[src/rtl/id_ex_controller_pkg.sv]
// Shared MIPS decode encodings: opcodes, functs, ALU selects, mux selects,
// the decoded control bundle and the syscall FSM states.
package mips_pkg;

  localparam logic [5:0] OP_RTYPE = 6'h00;
  localparam logic [5:0] OP_J     = 6'h02;
  localparam logic [5:0] OP_JAL   = 6'h03;
  localparam logic [5:0] OP_BEQ   = 6'h04;
  localparam logic [5:0] OP_BNE   = 6'h05;
  localparam logic [5:0] OP_BLEZ  = 6'h06;
  localparam logic [5:0] OP_ADDI  = 6'h08;
  localparam logic [5:0] OP_ADDIU = 6'h09;
  localparam logic [5:0] OP_SLTI  = 6'h0a;
  localparam logic [5:0] OP_ANDI  = 6'h0c;
  localparam logic [5:0] OP_ORI   = 6'h0d;
  localparam logic [5:0] OP_LH    = 6'h21;
  localparam logic [5:0] OP_LW    = 6'h23;
  localparam logic [5:0] OP_SW    = 6'h2b;

  localparam logic [5:0] F_SLL     = 6'h00;
  localparam logic [5:0] F_SRL     = 6'h02;
  localparam logic [5:0] F_SRA     = 6'h03;
  localparam logic [5:0] F_SRAV    = 6'h07;
  localparam logic [5:0] F_JR      = 6'h08;
  localparam logic [5:0] F_SYSCALL = 6'h0c;
  localparam logic [5:0] F_ADD     = 6'h20;
  localparam logic [5:0] F_ADDU    = 6'h21;
  localparam logic [5:0] F_SUB     = 6'h22;
  localparam logic [5:0] F_AND     = 6'h24;
  localparam logic [5:0] F_OR      = 6'h25;
  localparam logic [5:0] F_NOR     = 6'h27;
  localparam logic [5:0] F_SLT     = 6'h2a;
  localparam logic [5:0] F_SLTU    = 6'h2b;

  typedef enum logic [3:0] {
    ALU_ADD  = 4'd0,
    ALU_SUB  = 4'd1,
    ALU_AND  = 4'd2,
    ALU_OR   = 4'd3,
    ALU_NOR  = 4'd4,
    ALU_SLT  = 4'd5,
    ALU_SLL  = 4'd6,
    ALU_SRL  = 4'd7,
    ALU_SRA  = 4'd8,
    ALU_SRAV = 4'd9
  } alu_op_e;

  localparam logic [1:0] RW_RD  = 2'b00;
  localparam logic [1:0] RW_R31 = 2'b01;
  localparam logic [1:0] RW_RT  = 2'b11;

  localparam logic [1:0] WB_ALU = 2'b00;
  localparam logic [1:0] WB_PC4 = 2'b01;
  localparam logic [1:0] WB_MEM = 2'b11;

  localparam logic [1:0] BR_NONE = 2'b00;
  localparam logic [1:0] BR_BEQ  = 2'b01;
  localparam logic [1:0] BR_BNE  = 2'b10;
  localparam logic [1:0] BR_BLEZ = 2'b11;

  typedef struct packed {
    logic       we;
    logic [1:0] rw_sel;
    logic [1:0] wb_sel;
    alu_op_e    alu_op;
    logic       shamt_sel;
    logic       mem_load;
    logic       mem_store;
    logic       half;
    logic [1:0] br_kind;
    logic       jump;
    logic       jr;
    logic       syscall;
    logic       illegal;
  } ctrl_t;

  typedef enum logic [1:0] {
    ST_RUN,
    ST_DRAIN,
    ST_HALT
  } sys_state_e;

endpackage

[src/rtl/id_ex_controller_instr_decode.sv]
// Combinational MIPS decoder: opcode/funct in, control bundle out.
// Illegal encodings leave we/load/store at 0 and raise illegal.
module instr_decode
  import mips_pkg::*;
(
  input  logic [5:0] i_op,
  input  logic [5:0] i_funct,
  output ctrl_t      o_ctrl,
  output logic       o_uses_rt
);

  always_comb begin
    o_ctrl    = '0;
    o_uses_rt = 1'b0;
    case (i_op)
      OP_RTYPE: begin
        o_uses_rt  = 1'b1;
        o_ctrl.we  = 1'b1;
        case (i_funct)
          F_ADD, F_ADDU: o_ctrl.alu_op = ALU_ADD;
          F_SUB:         o_ctrl.alu_op = ALU_SUB;
          F_AND:         o_ctrl.alu_op = ALU_AND;
          F_OR:          o_ctrl.alu_op = ALU_OR;
          F_NOR:         o_ctrl.alu_op = ALU_NOR;
          F_SLT, F_SLTU: o_ctrl.alu_op = ALU_SLT;
          F_SLL: begin o_ctrl.alu_op = ALU_SLL; o_ctrl.shamt_sel = 1'b1; end
          F_SRL: begin o_ctrl.alu_op = ALU_SRL; o_ctrl.shamt_sel = 1'b1; end
          F_SRA: begin o_ctrl.alu_op = ALU_SRA; o_ctrl.shamt_sel = 1'b1; end
          F_SRAV:        o_ctrl.alu_op = ALU_SRAV;
          F_JR:      begin o_ctrl.we = 1'b0; o_ctrl.jr = 1'b1; end
          F_SYSCALL: begin o_ctrl.we = 1'b0; o_ctrl.syscall = 1'b1; end
          default:   begin o_ctrl.we = 1'b0; o_ctrl.illegal = 1'b1; end
        endcase
      end
      OP_ADDI, OP_ADDIU, OP_ANDI, OP_ORI, OP_SLTI: begin
        o_ctrl.we     = 1'b1;
        o_ctrl.rw_sel = RW_RT;
        case (i_op)
          OP_ANDI: o_ctrl.alu_op = ALU_AND;
          OP_ORI:  o_ctrl.alu_op = ALU_OR;
          OP_SLTI: o_ctrl.alu_op = ALU_SLT;
          default: o_ctrl.alu_op = ALU_ADD;
        endcase
      end
      OP_LW, OP_LH: begin
        o_ctrl.we       = 1'b1;
        o_ctrl.rw_sel   = RW_RT;
        o_ctrl.wb_sel   = WB_MEM;
        o_ctrl.mem_load = 1'b1;
        o_ctrl.half     = (i_op == OP_LH);
      end
      OP_SW: begin
        o_uses_rt        = 1'b1;
        o_ctrl.mem_store = 1'b1;
      end
      OP_BEQ, OP_BNE, OP_BLEZ: begin
        o_uses_rt     = 1'b1;
        o_ctrl.alu_op = ALU_SUB;
        case (i_op)
          OP_BEQ:  o_ctrl.br_kind = BR_BEQ;
          OP_BNE:  o_ctrl.br_kind = BR_BNE;
          default: o_ctrl.br_kind = BR_BLEZ;
        endcase
      end
      OP_J: o_ctrl.jump = 1'b1;
      OP_JAL: begin
        o_ctrl.jump   = 1'b1;
        o_ctrl.we     = 1'b1;
        o_ctrl.rw_sel = RW_R31;
        o_ctrl.wb_sel = WB_PC4;
      end
      default: o_ctrl.illegal = 1'b1;
    endcase
  end

endmodule

[src/rtl/id_ex_controller.sv]
// ID/EX boundary register with load-use interlock, branch flush and a
// syscall drain/halt state machine with a resume handshake.
module id_ex_controller
  import mips_pkg::*;
#(
  parameter int unsigned ALU_OP_W     = 4,
  parameter int unsigned LOAD_DELAY   = 1,
  parameter int unsigned DRAIN_CYCLES = 3
) (
  input  logic                clk,
  input  logic                rst,
  input  logic                id_valid,
  input  logic [31:0]         id_instr,
  input  logic                ex_flush,
  input  logic                resume,
  output logic                stall,
  output logic                halted,
  output logic                ex_valid,
  output logic                ex_we,
  output logic [1:0]          ex_rw_sel,
  output logic [1:0]          ex_wb_sel,
  output logic [ALU_OP_W-1:0] ex_alu_op,
  output logic                ex_shamt_sel,
  output logic                ex_mem_load,
  output logic                ex_mem_store,
  output logic                ex_half,
  output logic [1:0]          ex_br_kind,
  output logic                ex_jump,
  output logic                ex_jr,
  output logic                ex_syscall,
  output logic                ex_illegal,
  output logic [4:0]          ex_rs,
  output logic [4:0]          ex_rt,
  output logic [4:0]          ex_rd
);

  localparam int unsigned CNT_W = (DRAIN_CYCLES > 1) ? $clog2(DRAIN_CYCLES + 1) : 1;

  ctrl_t            w_dec;
  logic             w_uses_rt;
  logic [4:0]       w_id_rs, w_id_rt, w_id_rd;
  logic             w_unused_shamt;

  logic             r_ex_valid;
  ctrl_t            r_ex_ctrl;
  logic [4:0]       r_ex_rs, r_ex_rt, r_ex_rd;
  logic             r_sh_valid;
  logic [4:0]       r_sh_rt;

  sys_state_e       r_state, w_state_nxt;
  logic [CNT_W-1:0] r_cnt, w_cnt_nxt;

  logic             w_ex_hit, w_sh_hit, w_hazard, w_bubble;

  assign w_id_rs        = id_instr[25:21];
  assign w_id_rt        = id_instr[20:16];
  assign w_id_rd        = id_instr[15:11];
  assign w_unused_shamt = ^id_instr[10:6];

  instr_decode u_decode (
    .i_op      (id_instr[31:26]),
    .i_funct   (id_instr[5:0]),
    .o_ctrl    (w_dec),
    .o_uses_rt (w_uses_rt)
  );

  // Hazard sources are registered state only, so stall never depends on ex_* outputs.
  assign w_ex_hit = r_ex_valid && r_ex_ctrl.mem_load && (r_ex_rt != '0) &&
                    ((r_ex_rt == w_id_rs) || (w_uses_rt && (r_ex_rt == w_id_rt)));
  assign w_sh_hit = r_sh_valid &&
                    ((r_sh_rt == w_id_rs) || (w_uses_rt && (r_sh_rt == w_id_rt)));
  assign w_hazard = id_valid && (w_ex_hit || w_sh_hit);

  always_ff @(posedge clk or posedge rst) begin
    if (rst) begin
      r_state <= ST_RUN;
      r_cnt   <= '0;
    end else begin
      r_state <= w_state_nxt;
      r_cnt   <= w_cnt_nxt;
    end
  end

  always_comb begin
    w_state_nxt = r_state;
    w_cnt_nxt   = r_cnt;
    case (r_state)
      ST_RUN: begin
        if (r_ex_valid && r_ex_ctrl.syscall) begin
          w_state_nxt = ST_DRAIN;
          w_cnt_nxt   = CNT_W'(DRAIN_CYCLES);
        end
      end
      ST_DRAIN: begin
        if (r_cnt <= CNT_W'(1)) begin
          w_state_nxt = ST_HALT;
          w_cnt_nxt   = '0;
        end else begin
          w_cnt_nxt = r_cnt - CNT_W'(1);
        end
      end
      ST_HALT: begin
        if (resume) w_state_nxt = ST_RUN;
      end
      default: w_state_nxt = ST_RUN;
    endcase
  end

  always_comb begin
    stall    = !ex_flush && ((r_state != ST_RUN) || w_hazard);
    halted   = (r_state == ST_HALT);
    w_bubble = ex_flush || (r_state != ST_RUN) || w_hazard || !id_valid;
  end

  always_ff @(posedge clk or posedge rst) begin
    if (rst) begin
      r_ex_valid <= 1'b0;
      r_ex_ctrl  <= '0;
      r_ex_rs    <= '0;
      r_ex_rt    <= '0;
      r_ex_rd    <= '0;
    end else if (w_bubble) begin
      r_ex_valid <= 1'b0;
      r_ex_ctrl  <= '0;
      r_ex_rs    <= '0;
      r_ex_rt    <= '0;
      r_ex_rd    <= '0;
    end else begin
      r_ex_valid <= 1'b1;
      r_ex_ctrl  <= w_dec;
      r_ex_rs    <= w_id_rs;
      r_ex_rt    <= w_id_rt;
      r_ex_rd    <= w_id_rd;
    end
  end

  // Shadow holds the load that just left EX, extending its hazard window by one cycle.
  always_ff @(posedge clk or posedge rst) begin
    if (rst) begin
      r_sh_valid <= 1'b0;
      r_sh_rt    <= '0;
    end else if (LOAD_DELAY >= 2) begin
      r_sh_valid <= r_ex_valid && r_ex_ctrl.mem_load && (r_ex_rt != '0);
      r_sh_rt    <= r_ex_rt;
    end else begin
      r_sh_valid <= 1'b0;
      r_sh_rt    <= '0;
    end
  end

  assign ex_valid     = r_ex_valid;
  assign ex_we        = r_ex_ctrl.we;
  assign ex_rw_sel    = r_ex_ctrl.rw_sel;
  assign ex_wb_sel    = r_ex_ctrl.wb_sel;
  assign ex_alu_op    = ALU_OP_W'(r_ex_ctrl.alu_op);
  assign ex_shamt_sel = r_ex_ctrl.shamt_sel;
  assign ex_mem_load  = r_ex_ctrl.mem_load;
  assign ex_mem_store = r_ex_ctrl.mem_store;
  assign ex_half      = r_ex_ctrl.half;
  assign ex_br_kind   = r_ex_ctrl.br_kind;
  assign ex_jump      = r_ex_ctrl.jump;
  assign ex_jr        = r_ex_ctrl.jr;
  assign ex_syscall   = r_ex_ctrl.syscall;
  assign ex_illegal   = r_ex_ctrl.illegal;
  assign ex_rs        = r_ex_rs;
  assign ex_rt        = r_ex_rt;
  assign ex_rd        = r_ex_rd;

endmodule
[config.mk]
export PLATFORM = sky130hd
export DESIGN_NAME = id_ex_controller
export DESIGN_NICKNAME = d
export VERILOG_FILES = /design/src/rtl/id_ex_controller_pkg.sv /design/src/rtl/id_ex_controller_instr_decode.sv /design/src/rtl/id_ex_controller.sv
export SDC_FILE = /design/constraint.sdc
export NUM_CORES = 1
export LEC_CHECK = 0
export BUFFER_PORTS_ARGS = -buffer_cell sky130_fd_sc_hd__buf_2
export CAP_MARGIN = 20
export CORE_MARGIN = 1.5
export CORE_UTILIZATION = 35
export CTS_BUF_LIST = sky130_fd_sc_hd__clkbuf_8
export CTS_CLUSTER_DIAMETER = 40
export DETAILED_ROUTE_END_ITERATION = 12
export PLACE_DENSITY = 0.69
export SYNTH_ARGS = -nofsm -noshare
export SYNTH_HDL_FRONTEND = slang
export SYNTH_HIERARCHICAL = 1
export SYNTH_SLANG_ARGS = --single-unit
[constraint.sdc]
create_clock -name clk -period 2.1 [get_ports clk]
set_input_delay 0.21 -clock clk [delete_from_list [all_inputs] [get_ports clk]]
set_output_delay 0.21 -clock clk [all_outputs]
set_load 0.03 [all_outputs]
* Word-level counts from Yosys, hierarchy flattened
Index checks and enable logic that the tools add are counted.
Word-level totals: register bits after elaboration 39, word-level logic and storage cells 121, output and inout port bits 37
Operators by class: reductions and logical operators 34, equal/unequal tests 33, multiplexer cells 33, $add $sub $neg 1, order comparisons 1
Operators with widths (count):
- $eq 6x6->1 const B | 11
- $eq 6x4->1 const B | 7
- $pmux 4 s9 | 1
- $eq 6x2->1 const B | 4
- $eq 6x3->1 const B | 4
- $mux 19 | 1
- $pmux 2 s2 | 4
- $mux 5 | 3
- $mux 2 | 7
- $reduce_or 14->1 | 1
- $reduce_or 13->1 | 1
- $logic_not 6->1 | 2
- $mux 1 | 12
- $pmux 4 s3 | 1
- $reduce_or 12->1 | 1
- $eq 5x5->1 | 2
- $reduce_or 5->1 | 2
- $pmux 3 s3 | 1
- $reduce_or 8->1 | 1
- $logic_and 1x1->1 | 7
- $reduce_or 7->1 | 1
- $ne 2x2->1 const B | 3
- $pmux 2 s3 | 1
- $reduce_or 2->1 | 3
- other kinds (13) | 21

* Depth between registers and ports, before layout
word-level depth 10, depth in mapped cells 9, mapped depth without buffers 7

* Cells and area by module
The synthesis kept the hierarchy.
By module, submodules not included:
- id_ex_controller | instances 1, cells each 158, sequential area each 975.9 µm², area an instance 1695.4 µm²
- instr_decode | instances 1, cells each 90, sequential area each 0.0 µm², area an instance 586.8 µm²

* Least setup slack after synthesis
OpenSTA, ideal clock, no wires.
path type input to output, from input port id_instr[27], to output port stall, required time 1.890 ns, buffers on the path 2, data arrival time 1.524 ns, stages on the path 8, slack 0.366 ns, cell sequence buf_2 -> buf_2 -> nand3b_1 -> o32a_1 -> nor2_1 -> nand2_1 -> o22ai_4 -> a31o_2
Between the ends: longest elaborated chain between the ends 9
RTL lines:
- from (decl) | line id_ex_controller.sv:13 | input logic [31:0] id_instr,
- $eq 6x6->1, or another cell as far along | line id_ex_controller_instr_decode.sv:15 | case (i_op)
- $reduce_or 5->1 (no source line) *
- $mux 1 * | line id_ex_controller_instr_decode.sv:15
- net w_uses_rt | line id_ex_controller.sv:40 | logic w_uses_rt;
- $logic_and 1x1->1 * | line id_ex_controller.sv:69 | ((r_ex_rt == w_id_rs) || (w_uses_rt && (r_ex_rt == w_id_rt)));
- $logic_or 1x1->1 * | line id_ex_controller.sv:69
- $logic_and 1x1->1 * | line id_ex_controller.sv:68 | assign w_ex_hit = r_ex_valid && r_ex_ctrl.mem_load && (r_ex_rt != '0) &&
- $logic_and 1x1->1 * | line id_ex_controller.sv:72 | assign w_hazard = id_valid && (w_ex_hit || w_sh_hit);
- $logic_or 1x1->1 * | line id_ex_controller.sv:110 | stall = !ex_flush && ((r_state != ST_RUN) || w_hazard);
- $logic_and 1x1->1 * | line id_ex_controller.sv:110
- to (decl) | line id_ex_controller.sv:16 | output logic stall,
Mark *: on every way through the listed nets, which the timed path passes. The rest lies on a longest branch.

* Final worst setup path
from register r_ex_rt[4] (netlist: ex_rt[4]), to output port stall
Between the ends: longest elaborated chain between the ends 7
RTL lines:
- from (decl) | line id_ex_controller.sv:46 | logic [4:0] r_ex_rs, r_ex_rt, r_ex_rd;
- from (signal assigned) | line id_ex_controller.sv:132 | r_ex_rt <= w_id_rt;
- $eq 5x5->1 | line id_ex_controller.sv:69
- $logic_and 1x1->1 | line id_ex_controller.sv:69
- $logic_or 1x1->1 | line id_ex_controller.sv:69
- $logic_and 1x1->1 * | line id_ex_controller.sv:68
- $logic_and 1x1->1 * | line id_ex_controller.sv:72
- $logic_or 1x1->1 * | line id_ex_controller.sv:110
- $logic_and 1x1->1 * | line id_ex_controller.sv:110
Every way passes the cells marked *; elsewhere a longest branch is shown, timed or not.

==> summary.md <==
| Metric | Value |
|---|---|
| Initial antenna violation count | `0` |
| Clk_lat worst skew | `290 ps` |
| Worst rel slew slack | `67.5%` |
| Core ar. | `0.00631 mm2` |
| Hold Fails Final Rpt | `0` |
| CTS Buf Count | `5` |
| Critical path arrival | `1660 ps` |
| GRT Util Overall | `15.7%` |
| Critical Path RT | `1890 ps` |
| Critical path endpoint | `stall` |
| Peak supply drop | `0.317 mV` |
| Final Max Tran Viols | `0` |
| Crit-path max FO | `4` |
| Layer with the highest usage | `met2` |
| Sequential share of power | `51.2%` |
| Gate power share | `17.1%` |
| # IOs | `74` |
| Post-DP Area | `0.00264 mm2` |
| Power share of the clock group | `31.8%` |
| Detailed placement HPWL | `3.73 mm` |
| Layout cell share with drive strength beyond 1 | `31.9%` |
| Vias in the first global route | `1951` |
| EDFF count, synth | `0` |
| R2R setup slack | `520 ps` |
| Final setup vio count | `0` |
| Clock buffer depth | `2` |
| Status | `finished, final reports clean` |
| Final min period | `1870 ps` |
| Leakage Power | `1.33 nW` |
| Final Skew | `14.0 ps` |
| Period utilization | `88.9%` |
| Port buffer count | `68` |
| Mean Syn Cell Area | `9.20 um2` |
| Post-Syn Nets | `285` |
| Root Buffer | `clkbuf_8` |
| Post-cts gate resize count | `0` |
| R2r endpoint | `ex_br_kind[1]$_DFF_PP0_` |
| WL final | `5.16 mm` |
| Net Sw Power | `427 uW` |
| DRT antenna net count | `0` |
| Synthesized instance count | `248` |
| Via density per instance | `5.05` |
| Cell variety after synth | `46` |
| Initial core utilization | `36.1%` |
| Row cnt | `29` |
| P_int | `1.09 mW` |
| CTS tree | `done` |
| Crit. Startpoint | `ex_rt[4]$_DFF_PP0_` |
| Max Cap Viol | `0` |
| Die width | `83.8 um` |
| H-tree levels | `2` |
| Synthesis-stage register bit count | `39` |
| Switch share | `28.2%` |
| Pwr dens | `555 mW/mm2` |
| Gpl congestion | `0.821` |
| Post-Route Setup TNS | `0 ps` |
| Sequential fraction of the synthesis area | `42.8%` |
| RSZ-0062 raised after global routing | `no` |
| Final #Nets | `349` |
| Yosys warning count | `6` |
| Post-CTS Setup Inserts | `0` |
| Area of the die | `0.00701 mm2` |
| Fmax | `536 MHz` |
| Post-DR wirelength/cell | `13.2 um` |
| Met3 GRT Util | `3.17%` |
| Reg clk slew, reported paths | `80 ps` |
| Largest net degree at the start of global routing | `40` |
| Area growth syn-to-layout | `19.5%` |
| Startpoint Class | `register` |
| FFs w/ async S/R, synth | `100%` |
| Final Cell Area | `0.00273 mm2` |
| Total grt overflow | `0` |
| Hold buffer count at cts | `0` |
| DRC | `0` |
| Initial DRC Count | `79` |
| WS Path Type | `register to primary output` |
| Worst R2R Path Depth | `5` |
| Die Ht | `83.8 um` |
| First-pass GRT wire length | `9.14 mm` |
| Dominant synthesized flop cell | `dfrtp_1` |
| Met2 Usage GRT | `24.0%` |
| Worst-margin pin slew | `487 ps` |
| Worst setup EP type | `primary output` |
| M1 GR Usage | `21.9%` |
| R2r startpoint | `ex_rt[4]$_DFF_PP0_` |
| Netlist area before placement | `0.00228 mm2` |
| # clock sinks | `39` |
| Via count | `1970` |
| Number of antenna diodes | `0` |
| Drt pass-1 iters | `4` |
| Worst hold-check path type | `input pin to asynchronous set/reset pin` |
critical path, cell delays in order, from the launching register on:
cell     delay [ps]
dfrtp_1         440
xnor2_1         190
nand3_1         140
o22ai_4         210
a31o_2          190
buf_2           190
sequential cells by signal (all words and copies together), names as in the netlist, 4 cells and up:
name / flops
ex_rt: 5
ex_alu_op: 4
ex_rd: 5
ex_rs: 5
synthesized netlist by cell type, drive strengths merged (3+ instances only):
library cell	count	area share, %
inv	42	6.9
dfrtp	39	43
a211oi	34	12
buf	20	6.3
nor2	18	3.1
nand2	13	2.2
xnor2	12	4.6
a21oi	10	2.4
nor3	8	2.0
o21ai	8	1.8
nand3	5	1.1
nand2b	4	1.4
and3	3	1.1
mux2i	3	1.3
nor2b	3	0.82
nor4	3	1.1
final cells by class:
type	count	area, um2
Fill cell	661	3590
Timing Repair Buffer	77	408
Inverter	42	158
Clock buffer	5	68.8
Tap cell	77	96.3
Multi-Input combinational cell	147	1000
Clock inverter	3	16.3
Sequential cell	39	976
power by group through the flow:
stage	clock network, mW	registers [mW]	logic (mW)
after floorplan	0	0.822	0.153
after global placement	0	0.790	0.254
after detailed placement	0	0.790	0.259
after CTS	0.496	0.775	0.260
after global routing	0.531	0.777	0.288
final	0.481	0.775	0.258
cells in the final DEF (no fill, tap or decap), drive strengths merged, types with 2 or more instances in the layout:
master	synthesis	layout
a211oi	34	34
a21o	2	2
a21oi	10	10
and3	3	3
buf	20	77
clkbuf	0	5
dfrtp	39	39
inv	42	43
mux2i	3	3
nand2	13	13
nand2b	4	4
nand3	5	5
nand3b	2	2
nor2	18	18
nor2b	3	3
nor3	8	8
nor3b	2	2
nor4	3	3
o211ai	2	2
o21ai	8	8
o2bb2ai	2	2
o32ai	2	2
xnor2	12	12
per-stage QoR:
step	std cells	power (mW)	setup WS [ps]	utilization (%)	hold slack (ps)
floorplan	248	0.975	366	-	318
global placement	382	1.04	367	41.9	348
detailed placement	382	1.05	361	41.9	350
CTS	390	1.53	219	43.2	35.1
global route	390	1.60	89.2	43.2	84.8
finish	390	1.51	233	43.2	30.4
layer usage:
layer / vias up / share of wire (%)
li1: 973 / -
met1: 944 / 46
met2: 45 / 47
met3: 8 / 4.5
met4: 0 / 1.9
met5: - / 0
cells by family (layout without fill, tap and decap cells):
group / after synthesis / count (layout) / synth area share, %
compound gates: 68 / 68 / 22.8
xor+xnor: 12 / 12 / 4.61
buf+inv: 62 / 127 / 13.2
flops: 39 / 39 / 42.8
mux: 3 / 3 / 1.32
simple gates: 64 / 64 / 15.4
worst min path at each step:
stage	from	end	slack, ps	depth (start not counted)
after floorplan	id_instr[11]	ex_rd[0]$_DFF_PP0_	320	2
after global placement	rst	ex_rd[3]$_DFF_PP0_	350	3
after detailed placement	rst	ex_rd[0]$_DFF_PP0_	350	3
after CTS	rst	ex_mem_load$_DFF_PP0_	40	3
after global routing	rst	ex_valid$_DFF_PP0_	80	3
final	rst	ex_rs[3]$_DFF_PP0_	30	3
No activity file was read; power rests on OpenSTA's default activity.
